===== src/rtl/cia_cycle_sequencer.sv =====
// Sequences 68040 accesses to the two 8520 CIAs: E clock generation, E-aligned chip selects, TA request.
// Optional macro CIA_TIMEOUT_EN adds an access watchdog that ends stuck cycles with TEA_REQ.
module cia_cycle_sequencer #(
  parameter int unsigned E_LOW_TICKS    = 6,
  parameter int unsigned E_HIGH_TICKS   = 4,
  parameter int unsigned TIMEOUT_CYCLES = 2048
) (
  input  logic       CLK40,
  input  logic       nRESET,
  input  logic       CLK7,
  input  logic       TS,
  input  logic       CIA_SPACE,
  input  logic       RnW,
  input  logic [1:0] A,
  output logic       CLKCIA,
  output logic       nCIACS0,
  output logic       nCIACS1,
  output logic       TA_REQ,
  output logic       TEA_REQ,
  output logic       CIA_BUSY
);

  localparam int unsigned E_PERIOD = E_LOW_TICKS + E_HIGH_TICKS;
  localparam int unsigned E_W      = (E_PERIOD > 1) ? $clog2(E_PERIOD) : 1;
  localparam logic [E_W-1:0] E_LAST       = E_W'(E_PERIOD - 1);
  localparam logic [E_W-1:0] E_HIGH_START = E_W'(E_LOW_TICKS);

  typedef enum logic [1:0] {IDLE, ARM, STROBE, DONE} state_t;

  state_t         state, state_next;
  logic [2:0]     sync_q;
  logic [E_W-1:0] ecnt, ecnt_next;
  logic           tick, ewrap;
  logic           cs0_q, cs1_q, cs0_next, cs1_next;
  logic           ncs0_next, ncs1_next, ta_next;
  logic           wd_expired;

  // Read and write cycles share identical timing, so RnW is deliberately ignored.
  logic unused_rnw;
  assign unused_rnw = RnW;

  assign tick  = sync_q[1] & ~sync_q[2];
  assign ewrap = tick & (ecnt == E_LAST);

  // Free-running E period counter; CLKCIA follows the next count so it changes on the tick edge.
  always_comb begin
    ecnt_next = ecnt;
    if (tick) begin
      ecnt_next = (ecnt == E_LAST) ? '0 : ecnt + E_W'(1);
    end
  end

  always_ff @(posedge CLK40) begin
    if (!nRESET) begin
      sync_q <= '0;
      ecnt   <= '0;
      CLKCIA <= 1'b0;
    end else begin
      sync_q <= {sync_q[1:0], CLK7};
      ecnt   <= ecnt_next;
      CLKCIA <= (ecnt_next >= E_HIGH_START);
    end
  end

`ifdef CIA_TIMEOUT_EN
  localparam int unsigned WD_W = ($clog2(TIMEOUT_CYCLES) > 11) ? $clog2(TIMEOUT_CYCLES) : 11;
  localparam logic [WD_W-1:0] WD_LAST = WD_W'(TIMEOUT_CYCLES - 1);

  logic [WD_W-1:0] wdog;
  logic            tea_next;

  assign wd_expired = (wdog == WD_LAST);

  // Watchdog runs only while an access waits on the E clock.
  always_ff @(posedge CLK40) begin
    if (!nRESET) begin
      wdog    <= '0;
      TEA_REQ <= 1'b0;
    end else begin
      wdog    <= (state == ARM || state == STROBE) ? wdog + WD_W'(1) : '0;
      TEA_REQ <= tea_next;
    end
  end
`else
  logic [31:0] unused_timeout;
  assign unused_timeout = TIMEOUT_CYCLES;
  assign wd_expired     = 1'b0;
  assign TEA_REQ        = 1'b0;
`endif

  // Next-state and registered-output decode.
  always_comb begin
    state_next = state;
    cs0_next   = cs0_q;
    cs1_next   = cs1_q;
    ncs0_next  = nCIACS0;
    ncs1_next  = nCIACS1;
    ta_next    = 1'b0;
`ifdef CIA_TIMEOUT_EN
    tea_next   = 1'b0;
`endif
    case (state)
      IDLE: begin
        if (TS && CIA_SPACE && !TA_REQ) begin
          state_next = ARM;
          cs0_next   = ~A[0];
          cs1_next   = ~A[1];
        end
      end
      ARM: begin
        if (ewrap) begin
          state_next = STROBE;
          ncs0_next  = ~cs0_q;
          ncs1_next  = ~cs1_q;
        end
`ifdef CIA_TIMEOUT_EN
        else if (wd_expired) begin
          state_next = DONE;
          tea_next   = 1'b1;
          ncs0_next  = 1'b1;
          ncs1_next  = 1'b1;
        end
`endif
      end
      STROBE: begin
        if (ewrap) begin
          state_next = DONE;
          ta_next    = 1'b1;
          ncs0_next  = 1'b1;
          ncs1_next  = 1'b1;
        end
`ifdef CIA_TIMEOUT_EN
        else if (wd_expired) begin
          state_next = DONE;
          tea_next   = 1'b1;
          ncs0_next  = 1'b1;
          ncs1_next  = 1'b1;
        end
`endif
      end
      DONE:    state_next = IDLE;
      default: state_next = IDLE;
    endcase
  end

  always_ff @(posedge CLK40) begin
    if (!nRESET) begin
      state    <= IDLE;
      cs0_q    <= 1'b0;
      cs1_q    <= 1'b0;
      nCIACS0  <= 1'b1;
      nCIACS1  <= 1'b1;
      TA_REQ   <= 1'b0;
      CIA_BUSY <= 1'b0;
    end else begin
      state    <= state_next;
      cs0_q    <= cs0_next;
      cs1_q    <= cs1_next;
      nCIACS0  <= ncs0_next;
      nCIACS1  <= ncs1_next;
      TA_REQ   <= ta_next;
      CIA_BUSY <= (state_next != IDLE);
    end
  end

endmodule


===== config.mk =====
export PLATFORM = sky130hd
export DESIGN_NAME = cia_cycle_sequencer
export DESIGN_NICKNAME = d
export VERILOG_FILES = /design/src/rtl/cia_cycle_sequencer.sv
export SDC_FILE = /design/constraint.sdc
export NUM_CORES = 1
export LEC_CHECK = 0
export CORE_ASPECT_RATIO = 0.8
export CORE_MARGIN = 2
export CORE_UTILIZATION = 38
export CTS_CLUSTER_SIZE = 28
export DETAILED_ROUTE_END_ITERATION = 8
export PLACE_DENSITY = 0.69
export SKIP_CTS_REPAIR_TIMING = 1
export SYNTH_ARGS = -nofsm -noshare
export SYNTH_HDL_FRONTEND = slang
export SYNTH_SLANG_ARGS = --single-unit
export TNS_END_PERCENT = 10

===== constraint.sdc =====
create_clock -name CLK40 -period 1.05 [get_ports CLK40]
set_input_delay 0.21 -clock CLK40 [delete_from_list [all_inputs] [get_ports CLK40]]
set_output_delay 0.21 -clock CLK40 [all_outputs]
set_load 0.005 [all_outputs]

# --- Word level (Yosys, flattened, before mapping) ---
# Cells that the tools add are included.
word_totals:
  register_bits: 16
  input_bits: 8
  out_inout_bits: 6
  wordCells: 46
op_classes:
  n_addsub: 1
  n_lt_le_gt_ge: 1
  n_eq_ne: 6
  muxes: 12
  bitwise_logic: 7
  n_reduce_logical: 9
ops:
  columns: ["op", "n"]
  rows:
  - ["4-bit 2-to-1 mux", 2]
  - ["2-bit one-hot mux with 4 select lines", 1]
  - ["2-bit 2-to-1 mux", 3]
  - ["1-bit inverter", 5]
  - ["4-bit by 1-bit adder with 4-bit output (second input constant)", 1]
  - ["2-bit == test (second input constant)", 2]
  - ["4-bit == test (second input constant)", 1]
  - ["4-bit by 3-bit >= comparator with 1-bit output (second input constant)", 1]
  - ["1-bit 2-to-1 mux", 4]
  - ["2-bit inequality test (second input constant)", 2]
  - ["1-bit one-hot mux with 2 select lines", 2]
  - ["2-bit AND reduction", 2]
  - ["2-bit nonzero test", 2]
  - ["3-bit AND reduction", 1]
  - ["1-bit AND", 2]
  - ["2-bit by 1-bit == test with 1-bit output (second input constant)", 1]
  - ["1-bit logical AND", 2]
  - ["2-bit logical NOT", 1]
  - ["1-bit logical NOT", 1]

# --- Logic depth before layout (Yosys ltp) ---
# Gate-level depths: netlist of run 1.
depth:
  ltp_word: 6
  depth_mapped: 4

# --- Worst setup path before layout of run 1 ---
# No wires, ideal clock.
synth_path:
  path_kind: "register -> register"
  from: "register sync_q[2]"
  to: "register state[0]"
  t_arrival_ps: 999
  required_time_ps: 928
  slack_ps: -71
  path_stages_with_launch: 5
  period_less_slack_ps: 1121
  cell_sequence: "dfxtp_1 and3b_1 buf_2 and3_1 a221o_1"
synth_between:
  elab_chain_cells: 5
synth_lines:
  columns: ["element", "line", "source"]
  rows:
  - ["from (decl)", "31", "logic [2:0] sync_q;"]
  - ["from (signal assigned)", "59", "sync_q <= {sync_q[1:0], CLK7};"]
  - ["1-bit inverter (*)", "42", "assign tick = sync_q[1] & ~sync_q[2];"]
  - ["1-bit AND (*)", "42", null]
  - ["1-bit AND (*)", "43", "assign ewrap = tick & (ecnt == E_LAST);"]
  - ["2-bit 2-to-1 mux, on equally long branches", "126, 111", null]
  - ["2-bit one-hot mux with 4 select lines (*)", "102", "case (state)"]
  - ["to (signal assigned)", "156", "state <= state_next;"]
  - ["to (decl)", "30", "state_t state, state_next;"]
# Mark *: on every way between the ends. The rest lies on a longest branch, timed or not.
# A chain may end at the register's enable or synchronous reset.

# --- Worst setup path after layout of run 1 ---
layout_path:
  from: "register state[1]"
  to: "register state[0]"
layout_between:
  elab_chain_cells: 2
layout_lines:
  columns: ["element", "line"]
  rows:
  - ["2-bit == test (tied with other cells)", "102"]
  - ["2-bit one-hot mux with 4 select lines (*)", "102"]
# Marked as above.

==> metrics.log, run 1 <==
[metrics] outcome: finished with violations
[metrics] violations in the final reports: negative setup slack
[metrics] number of warnings issued by yosys: 0
[metrics] Mapped Nets: 77
[metrics] total clock sinks: 16
[metrics] number of rows created at floorplan: 13
[metrics] number of global-route vias before repair: 512
[metrics] reported leakage power: 0.428 nW
[metrics] Worst VDD drop: 740 uV
[metrics] DRC marker count from the first detailed-route iteration: 14
[metrics] aggregate routed wire length: 1.37 mm
[metrics] effective utilization at floorplan: 40.8%
[metrics] synthesized area: 671 um^2
[metrics] final worst slack: -0.143 ns
[metrics] Total Die Area: 2120 um^2
[metrics] type of destination of the critical path: register
[metrics] clock buffer count from CTS: 3
[metrics] core utilization of the finished layout: 59.2%
[metrics] nets: 104
[metrics] worst r2r path cells: 3
[metrics] maximum clock frequency: 838 MHz
[metrics] DRC violations left: 0
[metrics] total congestion overflow: 0
[metrics] DP Wirelength: 1.00 mm
[metrics] unrepaired setup endpoints after global routing: yes
[metrics] Ports: 14
[metrics] CTS root buffer: clkbuf_4
[metrics] antenna diode instance count: 0
[metrics] Worst Path Arrival: 1.37 ns
[metrics] area added between synthesis and finish: 45.0%
[metrics] final period utilization: 114%
[metrics] area inside the core boundary: 1640 um^2
[metrics] Setup WS pre-CTS: -0.389 ns
[metrics] biggest registers after layout: ecnt x4, sync_q x3, state x2
[metrics] share of the synthesized area in the top cell type: 47.8%
[metrics] length of the first detailed-routing pass in iterations: 4
[metrics] die extent in y: 41.6 um
[metrics] most area-hungry cell type in the Yosys netlist: dfxtp_1
[metrics] Clk Latency, worst-skew pair: 0.29 ns
[metrics] Max Fanout on Critical Path: 6
[metrics] routability cong.: 0.713
[metrics] class of the most critical hold timing path: reg2reg
[metrics] time the worst path needs with I/O delays and setup: 1.19 ns
[metrics] final-report max-slew violation count: 0
[metrics] antenna-violating nets left: 0
[metrics] count of port buffers added during placement: 11
[metrics] setup slack of the most critical reg-to-reg path: -0.14 ns
[metrics] worst r2r src: state[1]$_SDFF_PN0_
[metrics] first-pass GRT wire length: 2.22 mm
[metrics] Required @ worst endpoint: 1.23 ns
[metrics] number of unique standard cell types used by synthesis: 33
[metrics] Fin. Hold Viols: 0
[metrics] max-cap violation count: 0
[metrics] destination of the worst hold path: sync_q[1]$_SDFF_PN0_
[metrics] FF+latch count, synth: 16
[metrics] largest register by flop count: ecnt
[metrics] CTS H-Tree Depth: 1
[metrics] TritonCTS clock tree: done
[metrics] total routing resource utilization after global routing: 14.2%
[metrics] start point of the worst hold path: sync_q[0]$_SDFF_PN0_
[metrics] die outline width: 51.0 um
[metrics] fin area: 972 um^2
[metrics] Synth Area per Inst: 9.72 um^2
[metrics] number of vias after detailed routing: 571
[metrics] ratio of total power to cell area: 1190 nW/um^2
[metrics] top cells by area, synth: dfxtp_1 (48%), a21oi_1 (3.7%), a31oi_1 (3.7%)
[metrics] number of vias per cell: 4.88
[metrics] sequential area share after synthesis: 47.8%
[metrics] RR Endpoint: state[0]$_SDFF_PN0_
[metrics] layout cell share with drive strength beyond 1: 33.7%
[metrics] Cells on Worst Hold Path: 1
[metrics] Crit Path Class: reg2reg
[metrics] worst-case clock buffer depth: 2
[metrics] Clock Skews: 0.00892 ns
[metrics] pin count of the biggest net entering global routing: 11
[metrics] WL per Instance: 11.7 um
[metrics] synthesized instance count: 69
[metrics] CP Launch Type: register
[metrics] number of endpoints failing setup at the final stage: 7
[metrics] Worst Hold Slack: 0.451 ns
[metrics] placed instance area: 905 um^2
[metrics] Post-Route Setup TNS: -0.709 ns
[metrics] initial antenna violation count: 0
[metrics] clock-pin slew on the worst setup and hold paths: 0.10 ns
[metrics] number of flip-flops in the largest register: 4
stage by stage:
step	total power, mW	cells
after floorplan	0.701	69
after global placement	0.764	113
after detailed placement	0.766	113
after CTS	1.18	117
after global routing	1.21	117
final	1.15	117
placed cells by master (no fill, tap or decap), types with 2 or more instances in the layout:
cell type        Yosys  routed
a211oi_1             2       2
nand2_1              4       4
dlymetal6s2s_1       0       5
a31oi_1              4       4
dfxtp_2              0       7
clkdlybuf4s50_1      0       6
a311oi_1             2       2
buf_4                1      12
dfxtp_1             16       8
or3_1                2       2
a21oi_1              5       5
o21ai_0              2       2
inv_1                2       2
and2_1               4       4
nor2b_1              3       3
buf_6                0       2
clkbuf_4             0       3
kinds of logic (layout without fill, tap and decap cells):
group                  count (synthesis)  in the layout  synth area share, %
AO/OA/AOI/OAI                         18             18                 17.5
XOR/XNOR                               2              2                 2.61
buffers and inverters                  6             32                 4.10
flip-flops                            16             16                 47.8
other                                  1              1                0.559
AND/OR/NAND/NOR                       26             26                 27.4
worst max path at each step:
stage,endpoint,cells past startpoint,slack (ns),startpoint
after floorplan,state[0]$_SDFF_PN0_,4,-0.04,sync_q[2]$_SDFF_PN0_
after global placement,nCIACS0$_SDFFE_PN1P_,5,-0.41,nRESET
after detailed placement,nCIACS0$_SDFFE_PN1P_,5,-0.39,nRESET
after CTS,nCIACS1,1,-0.31,nCIACS1$_SDFFE_PN1P_
after global routing,state[0]$_SDFF_PN0_,3,-0.19,ecnt[3]$_SDFF_PN0_
final,state[0]$_SDFF_PN0_,3,-0.14,state[1]$_SDFF_PN0_
layout make-up:
cell class | instances | area, um^2
inverter | 3 | 11.3
timing repair buffer | 25 | 235
multi-input combinational | 47 | 329
fill | 151 | 671
clock buffer | 4 | 36.3
tap | 22 | 27.5
sequential | 16 | 333
where the power goes:
part	internal [mW]	switching [mW]
combinational	0.0722	0.0383
sequential	0.625	0.0145
clock	0.211	0.193
total	0.908	0.245
layer usage:
| layer | GRT usage [%] | vias up | wire length (um) |
|---|---|---|---|
| met4 | 4.86 | 0 | 13 |
| met2 | 21.0 | 13 | 629 |
| met1 | 17.9 | 261 | 666 |
| li1 | - | 295 | - |
| met5 | 0 | - | 0 |
| met3 | 6.83 | 2 | 63 |
critical path, stage by stage, from the launching register on:
cell and delay (ns):
dfxtp_1 0.47, nor4bb_2 0.10, and2_2 0.23, a221o_1 0.28
synth_stat cells:
master	instances
a31oi_1	4
nor4bb_2	1
nand3b_1	1
conb_1	1
dfxtp_1	16
and2_1	4
nor2_1	1
and3b_1	2
buf_4	1
and3_1	1
and2_2	1
a311oi_1	2
or3_1	2
buf_2	1
a21oi_1	5
xnor2_1	1
a211oi_1	2
nand2b_1	1
nand4b_1	1
a221o_1	1
nor3b_1	1
o21ai_0	2
a22oi_1	1
nand3_1	1
nand2_1	4
inv_2	1
o21a_1	1
nor2b_1	3
inv_1	2
and2b_1	1
nor3b_4	1
clkbuf_1	1
xor2_1	1
Note: power is estimated with default switching activity, not from simulation.
==> run 2, diff against run 1 <==
--- a/config.mk
+++ b/config.mk
@@ -8,6 +8,7 @@
 export CORE_ASPECT_RATIO = 0.8
 export CORE_MARGIN = 2
 export CORE_UTILIZATION = 38
+export CTS_CLUSTER_DIAMETER = 100
 export CTS_CLUSTER_SIZE = 28
 export DETAILED_ROUTE_END_ITERATION = 8
 export PLACE_DENSITY = 0.69
==> results of run 2 <==
The final DEF is identical to that of run 1; final timing and power are the same.
